<file path="src/rtl/semafor_monitor.sv">
// Safety monitor and lamp gate between the traffic-light controller and the lamp drivers.
// Passes legal lamp combinations through with two cycles of latency and latches the first fault.
module semafor_monitor #(
  parameter int CNT_W      = 7,
  parameter int VM_MIN     = 50,
  parameter int GM_MIN     = 5,
  parameter int GM_MAX     = 8,
  parameter int VP_MIN     = 25,
  parameter int DARK_MAX   = 32,
  parameter int FLASH_HALF = 8
) (
  input  logic       clk,
  input  logic       rst_n,
  input  logic       r_m,
  input  logic       v_m,
  input  logic       g_m,
  input  logic       r_p,
  input  logic       v_p,
  input  logic       clr,
  output logic       out_r_m,
  output logic       out_v_m,
  output logic       out_g_m,
  output logic       out_r_p,
  output logic       out_v_p,
  output logic       fault,
  output logic [2:0] fault_code,
  output logic [1:0] phase
);

  typedef enum logic [1:0] {
    PH_DARK  = 2'd0,
    PH_VM_RP = 2'd1,
    PH_GM_RP = 2'd2,
    PH_RM_VP = 2'd3
  } phase_t;

  logic             s_r_m, s_v_m, s_g_m, s_r_p, s_v_p;
  logic             s_vld;
  logic [4:0]       s_lamps;
  phase_t           ph_q;
  phase_t           cls;
  logic             cls_ok;
  logic             trans_ok;
  logic [CNT_W-1:0] dwell;
  logic [CNT_W-1:0] dark_cnt;
  logic [CNT_W-1:0] flash_cnt;
  logic [CNT_W-1:0] min_dwell;
  logic [2:0]       code;

  assign s_lamps = {s_r_m, s_v_m, s_g_m, s_r_p, s_v_p};
  assign phase   = ph_q;

  always_comb begin
    cls    = PH_DARK;
    cls_ok = 1'b1;
    case (s_lamps)
      5'b00000: cls = PH_DARK;
      5'b01010: cls = PH_VM_RP;
      5'b00110: cls = PH_GM_RP;
      5'b10001: cls = PH_RM_VP;
      default:  cls_ok = 1'b0;
    endcase

    case (ph_q)
      PH_VM_RP: min_dwell = CNT_W'(VM_MIN);
      PH_GM_RP: min_dwell = CNT_W'(GM_MIN);
      PH_RM_VP: min_dwell = CNT_W'(VP_MIN);
      default:  min_dwell = '0;
    endcase

    trans_ok = (cls == ph_q)
            || (ph_q == PH_DARK  && cls == PH_VM_RP)
            || (ph_q == PH_VM_RP && cls == PH_GM_RP)
            || (ph_q == PH_GM_RP && cls == PH_RM_VP)
            || (ph_q == PH_RM_VP && cls == PH_VM_RP);

    // Priority chain: the lowest code wins when several checks hit together.
    code = 3'd0;
    if (!cls_ok || (cls == PH_DARK && ph_q != PH_DARK))
      code = 3'd1;
    else if (!trans_ok)
      code = 3'd2;
    else if (cls != ph_q && ph_q != PH_DARK && dwell < min_dwell)
      code = 3'd3;
    else if (cls == PH_GM_RP && ph_q == PH_GM_RP && dwell >= CNT_W'(GM_MAX))
      code = 3'd4;
    else if (cls == PH_DARK && ph_q == PH_DARK && dark_cnt >= CNT_W'(DARK_MAX))
      code = 3'd5;
  end

  always_ff @(posedge clk or negedge rst_n) begin
    if (!rst_n) begin
      {s_r_m, s_v_m, s_g_m, s_r_p, s_v_p}                 <= '0;
      s_vld                                               <= 1'b0;
      {out_r_m, out_v_m, out_g_m, out_r_p, out_v_p}       <= '0;
      fault                                               <= 1'b0;
      fault_code                                          <= '0;
      ph_q                                                <= PH_DARK;
      dwell                                               <= '0;
      dark_cnt                                            <= '0;
      flash_cnt                                           <= '0;
    end else begin
      {s_r_m, s_v_m, s_g_m, s_r_p, s_v_p} <= {r_m, v_m, g_m, r_p, v_p};
      s_vld                               <= 1'b1;

      if (clr) begin
        {out_r_m, out_v_m, out_g_m, out_r_p, out_v_p} <= '0;
        fault      <= 1'b0;
        fault_code <= '0;
        ph_q       <= PH_DARK;
        dwell      <= '0;
        dark_cnt   <= '0;
        flash_cnt  <= '0;
      end else if (fault) begin
        if (flash_cnt == CNT_W'(FLASH_HALF - 1)) begin
          flash_cnt <= '0;
          out_g_m   <= ~out_g_m;
        end else begin
          flash_cnt <= flash_cnt + 1'b1;
        end
      end else if (s_vld) begin
        // s_vld keeps the reset value of the sample regs from counting as a dark sample.
        if (code != 3'd0) begin
          fault      <= 1'b1;
          fault_code <= code;
          {out_r_m, out_v_m, out_g_m, out_r_p, out_v_p} <= 5'b00100;
          flash_cnt  <= '0;
        end else begin
          {out_r_m, out_v_m, out_g_m, out_r_p, out_v_p} <= s_lamps;
          ph_q <= cls;
          if (cls == ph_q) begin
            if (dwell != '1) dwell <= dwell + 1'b1;
          end else begin
            dwell <= CNT_W'(1);
          end
          if (cls == PH_DARK) begin
            if (dark_cnt != '1) dark_cnt <= dark_cnt + 1'b1;
          end else begin
            dark_cnt <= '0;
          end
        end
      end
    end
  end

endmodule

</file>
<file path="config.mk">
export PLATFORM = sky130hd
export DESIGN_NAME = semafor_monitor
export DESIGN_NICKNAME = d
export VERILOG_FILES = /design/src/rtl/semafor_monitor.sv
export SDC_FILE = /design/constraint.sdc
export NUM_CORES = 1
export LEC_CHECK = 0
export CAP_MARGIN = 10
export CORE_UTILIZATION = 62
export DETAILED_ROUTE_END_ITERATION = 8
export GPL_ROUTABILITY_DRIVEN = 0
export PLACE_DENSITY = 0.93
export SLEW_MARGIN = 10
export SYNTH_ARGS = -nofsm -noshare
export SYNTH_HDL_FRONTEND = slang
export SYNTH_SLANG_ARGS = --single-unit
export TNS_END_PERCENT = 10
</file>
<file path="constraint.sdc">
create_clock -name clk -period 4.85 [get_ports clk]
set_input_delay 0.7275 -clock clk [delete_from_list [all_inputs] [get_ports clk]]
set_output_delay 0.7275 -clock clk [all_outputs]
set_load 0.005 [all_outputs]
</file>
==> results of run 1 <==
==> sequential cells by signal, indices dropped and copies added, names as in the netlist <==
signal,count
s_v_p,1
phase,2
flash_cnt,7
s_r_p,1
s_v_m,1
fault_code,3
out_g_m,1
out_r_m,1
s_r_m,1
fault,1
dark_cnt,7
s_vld,1
out_r_p,1
dwell,7
out_v_m,1
s_g_m,1
out_v_p,1
==> metal layers <==
metal	global-route usage, %	vias to the layer above	routed length, µm
met3	5.43	8	214
met2	46.1	51	2480
li1	-	933	-
met4	7.39	0	63
met5	0	-	0
met1	37.3	956	2230
==> area by class of cell <==
type / instances / area (µm²) / share of cell area (%)
multi-input combinational: 182 / 1300 / 49.8
inverter: 11 / 41.3 / 1.58
sequential: 38 / 951 / 36.5
clock buffer: 6 / 72.6 / 2.78
timing repair buffer: 18 / 175 / 6.72
clock inverter: 1 / 7.51 / 0.288
tap: 48 / 60.1 / 2.30
==> placed cells by master (no fill, tap or decap), types with 5 or more instances in the layout <==
cell type	count
nor2_1	18
a32o_1	7
ha_1	10
a211oi_1	5
nand2_1	20
a21oi_1	12
inv_1	11
clkdlybuf4s50_1	17
nand3_1	12
o21ai_0	12
dfrtp_1	38
clkbuf_8	5
==> worst reg2reg max path, cell delays in order, from the launching register on <==
cell      delay (ns)
dfrtp_1         0.53
nor2b_1         0.26
inv_1           0.08
ha_1            0.27
o21ai_0         0.07
o21bai_1        0.13
a21oi_1         0.08
o31a_1          0.33
a211oi_4        0.91
a31oi_1         0.27
a211oi_2        0.26
==> cell families after synthesis <==
| logic type | count (synthesis) | synth area share [%] |
|---|---|---|
| compound gates | 75 | 25.3 |
| xor+xnor | 6 | 2.23 |
| fa+ha+maj | 11 | 5.80 |
| buf+inv | 22 | 4.36 |
| flops | 38 | 40.4 |
| mux | 4 | 1.76 |
| other cells | 1 | 0.159 |
| simple gates | 85 | 20.0 |
==> report_power, final <==
| part | internal [mW] | total [mW] | switching (mW) |
|---|---|---|---|
| Combinational | 0.0286 | 0.0720 | 0.0434 |
| Clock | 0.0986 | 0.209 | 0.110 |
| Sequential | 0.326 | 0.339 | 0.0134 |
| Total | 0.453 | 0.620 | 0.167 |
==> path summary, 6_finish.rpt <==
| kind | cells past startpoint | from | slack [ns] | end |
|---|---|---|---|---|
| max reg2reg | 10 | phase[1]$_DFFE_PN0P_ | 1.56 | dwell[6]$_DFFE_PN0P_ |
| min | 1 | rst_n | 0.52 | dwell[4]$_DFFE_PN0P_ |
| min reg2reg | 2 | out_v_p$_DFFE_PN0P_ | 0.54 | out_v_p$_DFFE_PN0P_ |
| max in group asynchronous | 1 | rst_n | 3.79 | fault_code[2]$_DFFE_PN0P_ |
| min in group clk | 2 | out_v_p$_DFFE_PN0P_ | 0.54 | out_v_p$_DFFE_PN0P_ |
| max | 10 | phase[1]$_DFFE_PN0P_ | 1.56 | dwell[6]$_DFFE_PN0P_ |
==> flow_summary_export.csv, run 1 <==
group,metric,value,unit
die,core_area,3660,µm²
cts,hold_buffers,0,
timing,setup_slack,1.56,ns
yosys,async_reset_ff_share,100,%
timing,timing.slew.headroom,22.1,%
run_status,run_status,"complete, no violations",
cts,post-cts-setup-buffers,0,
global_route,grt_pass1_wl,8820,µm
routing,routedWlPerCell,16.4,µm
routing,dr.pass1.iters,5,
routing,vias,1948,
yosys,synth_area,2350,µm²
timing,whs,0.520,ns
global_route,overflow,0,
cts,root_buffer,"clkbuf_8",
cts,cts_made_buffers,5,
routing,detail-route-antenna-nets,0,
critical_path,arrival,3.47,ns
critical_path,crit_path_end_kind,"flip-flop",
placement,post-dp-hpwl,3480,µm
die,die_area,4040,µm²
global_route,grt_pass1_vias,1879,
global_route,grt_max_degree,39,
critical_path,crit_chain,"nor2b_1, inv_1, ha_1, o21ai_0, o21bai_1, a21oi_1, o31a_1, a211oi_4, a31oi_1, a211oi_2",
die,start_util,64.3,%
die,rows,22,
cts,htree_num_levels,2,
cts,clock_path_buffers,2,
critical_path,worstPathMaxFanout,24,
placement,io_buffers,18,
yosys,synth_edf_count,0,
power_and_ir_drop,p_leak,1.08,nW
yosys,yosys-top-cells-count,"dfrtp_1, nand2_1, nor2_1",
power_and_ir_drop,total_power,620,µW
critical_path,worstSetupPathType,"reg -> reg",
cells_and_area,area_growth,10.8,%
routing,drtIter0Drc,137,
yosys,ys_ff_latch,38,
power_and_ir_drop,ir_drop,0.000193,V
cells_and_area,nets,274,
timing,clock_skew,0.00866,ns
die,fp.dieW,63.6,µm
min_path,hold_path.class,"in -> async",
yosys,syn-num-nets,260,
yosys,synth-warning-count,0,
yosys,synth_most_common_cell,"dfrtp_1",
cells_and_area,fill_cells,263,
cts,clk_pin_slew,0.08,ns
flow_run,max-cap-violations,0,
die,boundaryPins,19,
timing,setup_tns,0,ns
timing,tightest_slew,1.16,ns
global_route,track_usage,27.9,%
yosys,synth_top_cell_by_area,"dfrtp_1",
timing,post-route-min-period,3.29,ns
cells_and_area,fin_area,2610,µm²
critical_path,startpoint_type,"flip-flop",
yosys,synth.top_cells.by_area,"dfrtp_1, ha_1, nand2_1, a32o_1, nor2_1",
yosys,yosys.area.top_type_share,40.4,%
timing,period_share,67.7,%
cells_and_area,final_util,71.2,%
placement,dp_cells,297,
yosys,seq_area_frac_synth,40.4,%
cells_and_area,drive_above_1_share,8.98,%
timing,rsz0062_at_grt,"no",
cts,cts_resized,0,
global_route,antenna_found_initial,0,
routing,viasPerCell,6.41,
critical_path,slowest_delay,0.91,ns
critical_path,cpMaxStageDelayCell,"a211oi_4",
cts,insertion_delay,0.29,ns
yosys,ys.flop_type,"dfrtp_1",
placement,postPlaceCellArea,2530,µm²
timing,setup_viol,0,
critical_path,critPathRequiredTime,5.04,ns
routing,wirelength,4980,µm
timing,slew_viol_final,0,
yosys,syn_avg_cell_area,9.72,µm²
routing,drc,0,
critical_path,critPathBufInv,1,
cts,cts_tree,"yes",
yosys,netlist_instances,242,
placement,place_ws,1.63,ns
die,die_y,63.6,µm
critical_path,cp_top_family,"compound AO/OA/AOI/OAI gates",
cells_and_area,stdcell_count,304,
cells_and_area,diodes,0,
power_and_ir_drop,cellPowerDensity,238,nW/µm²
timing,max_freq,0.304,GHz
yosys,synth.distinct_cells,65,
timing,finalHoldViolCount,0,
cts,clock_sinks,38,
Power figures use the tool's default switching activity.
==> run 2, diff against run 1 <==
CORE_UTILIZATION = 52   (was 62)
PLACE_DENSITY = 0.84   (was 0.93)
clock period = 2.8 ns   (was 4.85 ns; I/O delays follow)
==> run 2 against run 1 <==
Against the previous run: maximum frequency grew 22%; combinational power grew 96%; total power grew 91%; utilization shrank 7.3 points; critical path type unchanged; largest power group unchanged.
==> flow_summary_export.csv, run 2 (synthesis results as in run 1) <==
group,metric,value,unit
run_status,run_status,"complete, no violations",
cells_and_area,nets,290,
critical_path,worstPathMaxFanout,6,
power_and_ir_drop,ir_drop,0.000307,V
critical_path,crit_path_end_kind,"flip-flop",
die,die_y,69.3,µm
die,boundaryPins,19,
timing,setup_viol,0,
power_and_ir_drop,p_switching,298,µW
timing,timing.slew.headroom,36.8,%
cells_and_area,area_growth,18.2,%
global_route,grt_max_degree,39,
routing,viasPerCell,6.18,
power_and_ir_drop,cellPowerDensity,425,nW/µm²
routing,wirelength,5400,µm
routing,routedWlPerCell,16.6,µm
timing,clock_skew,0.00819,ns
cells_and_area,layout_common_cells,"dfrtp_1, nand2_1, nor2_1",
timing,slew_viol_final,0,
cts,insertion_delay,0.29,ns
cells_and_area,final_common_cell,"dfrtp_1",
timing,max_freq,0.373,GHz
routing,vias,2010,
flow_run,max-cap-violations,0,
global_route,grt_pass1_vias,1976,
critical_path,slowest_delay,0.44,ns
cts,clock_path_buffers,2,
cells_and_area,drive_above_1_share,17.2,%
power_and_ir_drop,p_comb_share,11.9,%
power_and_ir_drop,switching_share,25.2,%
global_route,antenna_found_initial,0,
die,die_area,4800,µm²
timing,period_share,95.9,%
cts,clock_sinks,38,
cts,htree_num_levels,2,
global_route,grt_pass1_wl,9050,µm
power_and_ir_drop,p_int,885,µW
die,start_util,54.0,%
placement,place_ws,0.0492,ns
critical_path,arrival,2.90,ns
routing,dr.pass1.iters,5,
placement,post-dp-hpwl,3680,µm
cts,cts_tree,"yes",
global_route,overflow,0,
die,fp.dieW,69.3,µm
timing,post-route-min-period,2.68,ns
critical_path,cpMaxStageDelayCell,"dfrtp_2",
cells_and_area,top_regs,"dark_cnt: 7 flops, dwell: 7 flops, flash_cnt: 7 flops",
critical_path,worstSetupPathType,"reg -> reg",
power_and_ir_drop,total_power,1.18,mW
placement,io_buffers,18,
cts,cts_made_buffers,5,
routing,drtIter0Drc,111,
critical_path,crit_chain,"buf_4, a2111oi_1, o21ai_1, a222oi_1, o21ai_2, a211oi_4, buf_2, a21oi_1, a211oi_2",
critical_path,critPathRequiredTime,3.02,ns
routing,detail-route-antenna-nets,0,
critical_path,cp_top_family,"compound AO/OA/AOI/OAI gates",
power_and_ir_drop,p_seq_share,49.5,%
timing,finalHoldViolCount,0,
global_route,track_usage,23.2,%
power_and_ir_drop,p_leak,1.19,nW
die,core_area,4350,µm²
routing,drc,0,
power_and_ir_drop,pwr-share-clk,38.6,%
cts,hold_buffers,0,
critical_path,critPathBufInv,2,
cts,clk_pin_slew,0.08,ns
timing,tightest_slew,0.948,ns
timing,setup_slack,0.116,ns
cells_and_area,diodes,0,
min_path,hold_path.class,"in -> async",
timing,whs,0.265,ns
critical_path,startpoint_type,"flip-flop",
cts,root_buffer,"clkbuf_8",
die,rows,24,
[run 2: timing repair]
item / CTS / global route
buffers inserted: 0 / 7
endpoints found under the setup margin: 0 / 20
gates resized for setup: 0 / 11
[run 2: final timing paths]
path                                      start              endpoint  slack [ns]  cells past startpoint
setup / recovery           phase[1]$_DFFE_PN0P_  dwell[2]$_DFFE_PN0P_        0.12                      9
hold / removal                            rst_n       s_v_m$_DFF_PN0_        0.26                      1
setup reg to reg           phase[1]$_DFFE_PN0P_  dwell[2]$_DFFE_PN0P_        0.12                      9
hold reg to reg             out_v_p$_DFFE_PN0P_   out_v_p$_DFFE_PN0P_        0.54                      2
max in group asynchronous                 rst_n       s_r_m$_DFF_PN0_        1.90                      1
min in group clk            out_v_p$_DFFE_PN0P_   out_v_p$_DFFE_PN0P_        0.54                      2
[run 2: worst register-to-register path: stages (launching register included)]
cell	delay [ns]
dfrtp_2	0.44
buf_4	0.17
a2111oi_1	0.38
o21ai_1	0.11
a222oi_1	0.37
o21ai_2	0.17
a211oi_4	0.42
buf_2	0.26
a21oi_1	0.10
a211oi_2	0.19
[run 2: layout make-up]
class | count | area, µm²
repair buffers | 34 | 298
flip-flops and latches | 38 | 953
fillers | 330 | 1570
well taps | 52 | 65.1
clock buffers | 5 | 68.8
clock inverters | 3 | 40.0
multi-input cells | 182 | 1320
inverters | 11 | 41.3
[run 2: power by group through the flow]
stage / Combinational, mW / Clock (mW) / Sequential, mW
after floorplan: 0.0857 / 0 / 0.589
after global placement: 0.129 / 0 / 0.593
after detailed placement: 0.133 / 0 / 0.594
after CTS: 0.134 / 0.466 / 0.584
after global routing: 0.156 / 0.491 / 0.588
final: 0.141 / 0.457 / 0.585
[run 2: routing by layer]
layer	wire (µm)	track usage, %
met1	2470	31.0
met2	2700	37.5
met3	190	4.80
met4	46	7.94
met5	0	0
[run 2: stage by stage]
step                cell area (µm²)  std cells  util (%)  setup TNS (ns)
global route                   2780        325      63.9         -0.0126
detailed placement             2580        308      59.3               0
finish                         2780        325      63.9               0
CTS                            2690        316      61.8               0
global placement               2580        308      59.3               0
floorplan                      2350        242         -               0
==> run 3, diff against run 2 <==
CORE_UTILIZATION = 41   (was 52)
PLACE_DENSITY = 0.71   (was 0.84)
==> run 3 against run 2 <==
Against the previous run: total power up 0.36%; final area is 0.85% lower; sequential share of layout area is 0.25 points higher; routed wire length fell by 7.7%; sequential cell count did not move; critical path depth is 2 higher; final cell count is 4.6% higher; register-to-register slack improved by 0.14 ns; maximum frequency is 5.6% higher; non-clock buffer count decreased by 5; clock power rose by 2%; highest routed layer unchanged.
==> flow_summary_export.csv, run 3 (synthesis results as in run 1) <==
group,metric,value,unit
power_and_ir_drop,p_leak,1.16,nW
critical_path,critPathRequiredTime,3.01,ns
critical_path,worstSetupPathType,"reg -> reg",
die,core_area,5510,µm²
timing,slew_viol_final,0,
global_route,track_usage,18.0,%
timing,clock_skew,0.00659,ns
critical_path,critPathLaunch,"phase[1]$_DFFE_PN0P_",
flow_run,max-cap-violations,0,
placement,post-dp-hpwl,3490,µm
critical_path,r2r-end,"dark_cnt[5]$_DFFE_PN0P_",
routing,drc,0,
cells_and_area,top_regs,"dark_cnt: 7 flops, dwell: 7 flops, flash_cnt: 7 flops",
routing,vias,1975,
timing,tightest_slew,0.878,ns
timing,setup_tns,0,ns
global_route,grt_max_degree,39,
cts,root_buffer,"clkbuf_8",
cells_and_area,drive_above_1_share,14.2,%
placement,io_buffers,18,
cts,cts_made_buffers,5,
cts,clock_path_buffers,2,
die,die_area,6040,µm²
power_and_ir_drop,ir_drop,0.000273,V
die,rows,27,
die,fp.dieW,77.7,µm
timing,post-route-min-period,2.54,ns
cells_and_area,multiInputGateArea,1310,µm²
critical_path,startpoint_type,"flip-flop",
global_route,overflow,0,
cells_and_area,fill_cells,525,
timing,period_share,90.8,%
die,start_util,42.7,%
timing,finalHoldViolCount,0,
routing,routedWlPerCell,14.7,µm
die,die_y,77.7,µm
critical_path,crit_chain,"nor2b_1, inv_1, ha_1, o21ai_0, o21bai_1, a21oi_1, o31a_1, a211oi_4, buf_4, a41oi_1, a211oi_1",
die,boundaryPins,19,
global_route,grt_pass1_vias,1832,
critical_path,worstPathMaxFanout,11,
timing,setup_slack,0.258,ns
global_route,grt_pass1_wl,8580,µm
critical_path,cp_top_family,"compound AO/OA/AOI/OAI gates",
timing,timing.slew.headroom,41.5,%
cells_and_area,layout_common_cells,"dfrtp_1, nand2_1, nor2_1",
critical_path,slowest_delay,0.43,ns
timing,max_freq,0.393,GHz
cts,insertion_delay,0.30,ns
timing,setup_viol,0,
min_path,hold_path.class,"in -> async",
routing,dr.pass1.iters,4,
routing,detail-route-antenna-nets,0,
critical_path,rr_worst_depth,11,
critical_path,critPathBufInv,2,
critical_path,crit_path_end_kind,"flip-flop",
cts,htree_num_levels,2,
critical_path,ff2ff_setup_slack,0.26,ns
routing,wirelength,4980,µm
cts,clk_pin_slew,0.08,ns
cells_and_area,diodes,0,
global_route,antenna_found_initial,0,
cells_and_area,area_growth,17.2,%
critical_path,r2r_start,"phase[1]$_DFFE_PN0P_",
critical_path,path_depth,11,
cts,clock_sinks,38,
cells_and_area,final_common_cell,"dfrtp_1",
cells_and_area,seq_area,952,µm²
cells_and_area,nets,285,
routing,viasPerCell,5.81,
critical_path,arrival,2.75,ns
power_and_ir_drop,cellPowerDensity,430,nW/µm²
placement,place_ws,0.0652,ns
timing,rsz0062_at_grt,"no",
run_status,run_status,"complete, no violations",
critical_path,crit_end,"dark_cnt[5]$_DFFE_PN0P_",
critical_path,cpMaxStageDelayCell,"dfrtp_2",
cts,cts_tree,"yes",
routing,drtIter0Drc,90,
run 3: area by class of cell:
cell class | count | share of cell area (%)
multi-input cells | 182 | 47.4
repair buffers | 29 | 9.35
well taps | 72 | 3.27
inverters | 11 | 1.50
clock buffers | 5 | 2.50
clock inverters | 3 | 1.45
flip-flops and latches | 38 | 34.5
run 3: through the flow:
step           instances  hold slack [ns]  area, µm²  power (mW)  util, %
3_3_place_gp         330            0.521       2620       0.726     47.6
6_report             340            0.234       2760        1.19     50.1
3_5_place_dp         330            0.523       2620       0.728     47.6
5_1_grt              340            0.311       2760        1.24     50.1
2_1_floorplan        242            0.124       2350       0.675        -
4_1_cts              338            0.268       2730        1.20     49.6
run 3: how the worst min path moves through the flow:
| stage | from | endpoint | slack [ns] |
|---|---|---|---|
| floorplan | rst_n | dark_cnt[0]$_DFFE_PN0P_ | 0.12 |
| global placement | out_r_m$_DFFE_PN0P_ | out_r_m$_DFFE_PN0P_ | 0.52 |
| detailed placement | out_v_p$_DFFE_PN0P_ | out_v_p$_DFFE_PN0P_ | 0.52 |
| CTS | rst_n | s_r_p$_DFF_PN0_ | 0.27 |
| global route | rst_n | s_r_m$_DFF_PN0_ | 0.31 |
| finish | rst_n | dwell[3]$_DFFE_PN0P_ | 0.23 |
run 3: timing repair:
| action | 4_1_cts | 5_1_grt |
|---|---|---|
| buffers inserted | 0 | 2 |
| hold buffers | 0 | 0 |
| gates resized for setup | 0 | 5 |
| endpoints found under the setup margin | 0 | 21 |
run 3: layer usage:
layer	up-vias	GRT usage (%)	share of wire [%]
met1	962	24.5	48
met2	42	28.1	46
met3	8	3.76	4.1
met4	0	6.79	1.4
met5	-	0	0
li1	963	-	-
run 3: report_power, final:
| part | internal [mW] | total (mW) | switching, mW |
|---|---|---|---|
| combinational | 0.0561 | 0.135 | 0.0790 |
| clock | 0.262 | 0.467 | 0.205 |
| sequential | 0.564 | 0.584 | 0.0201 |
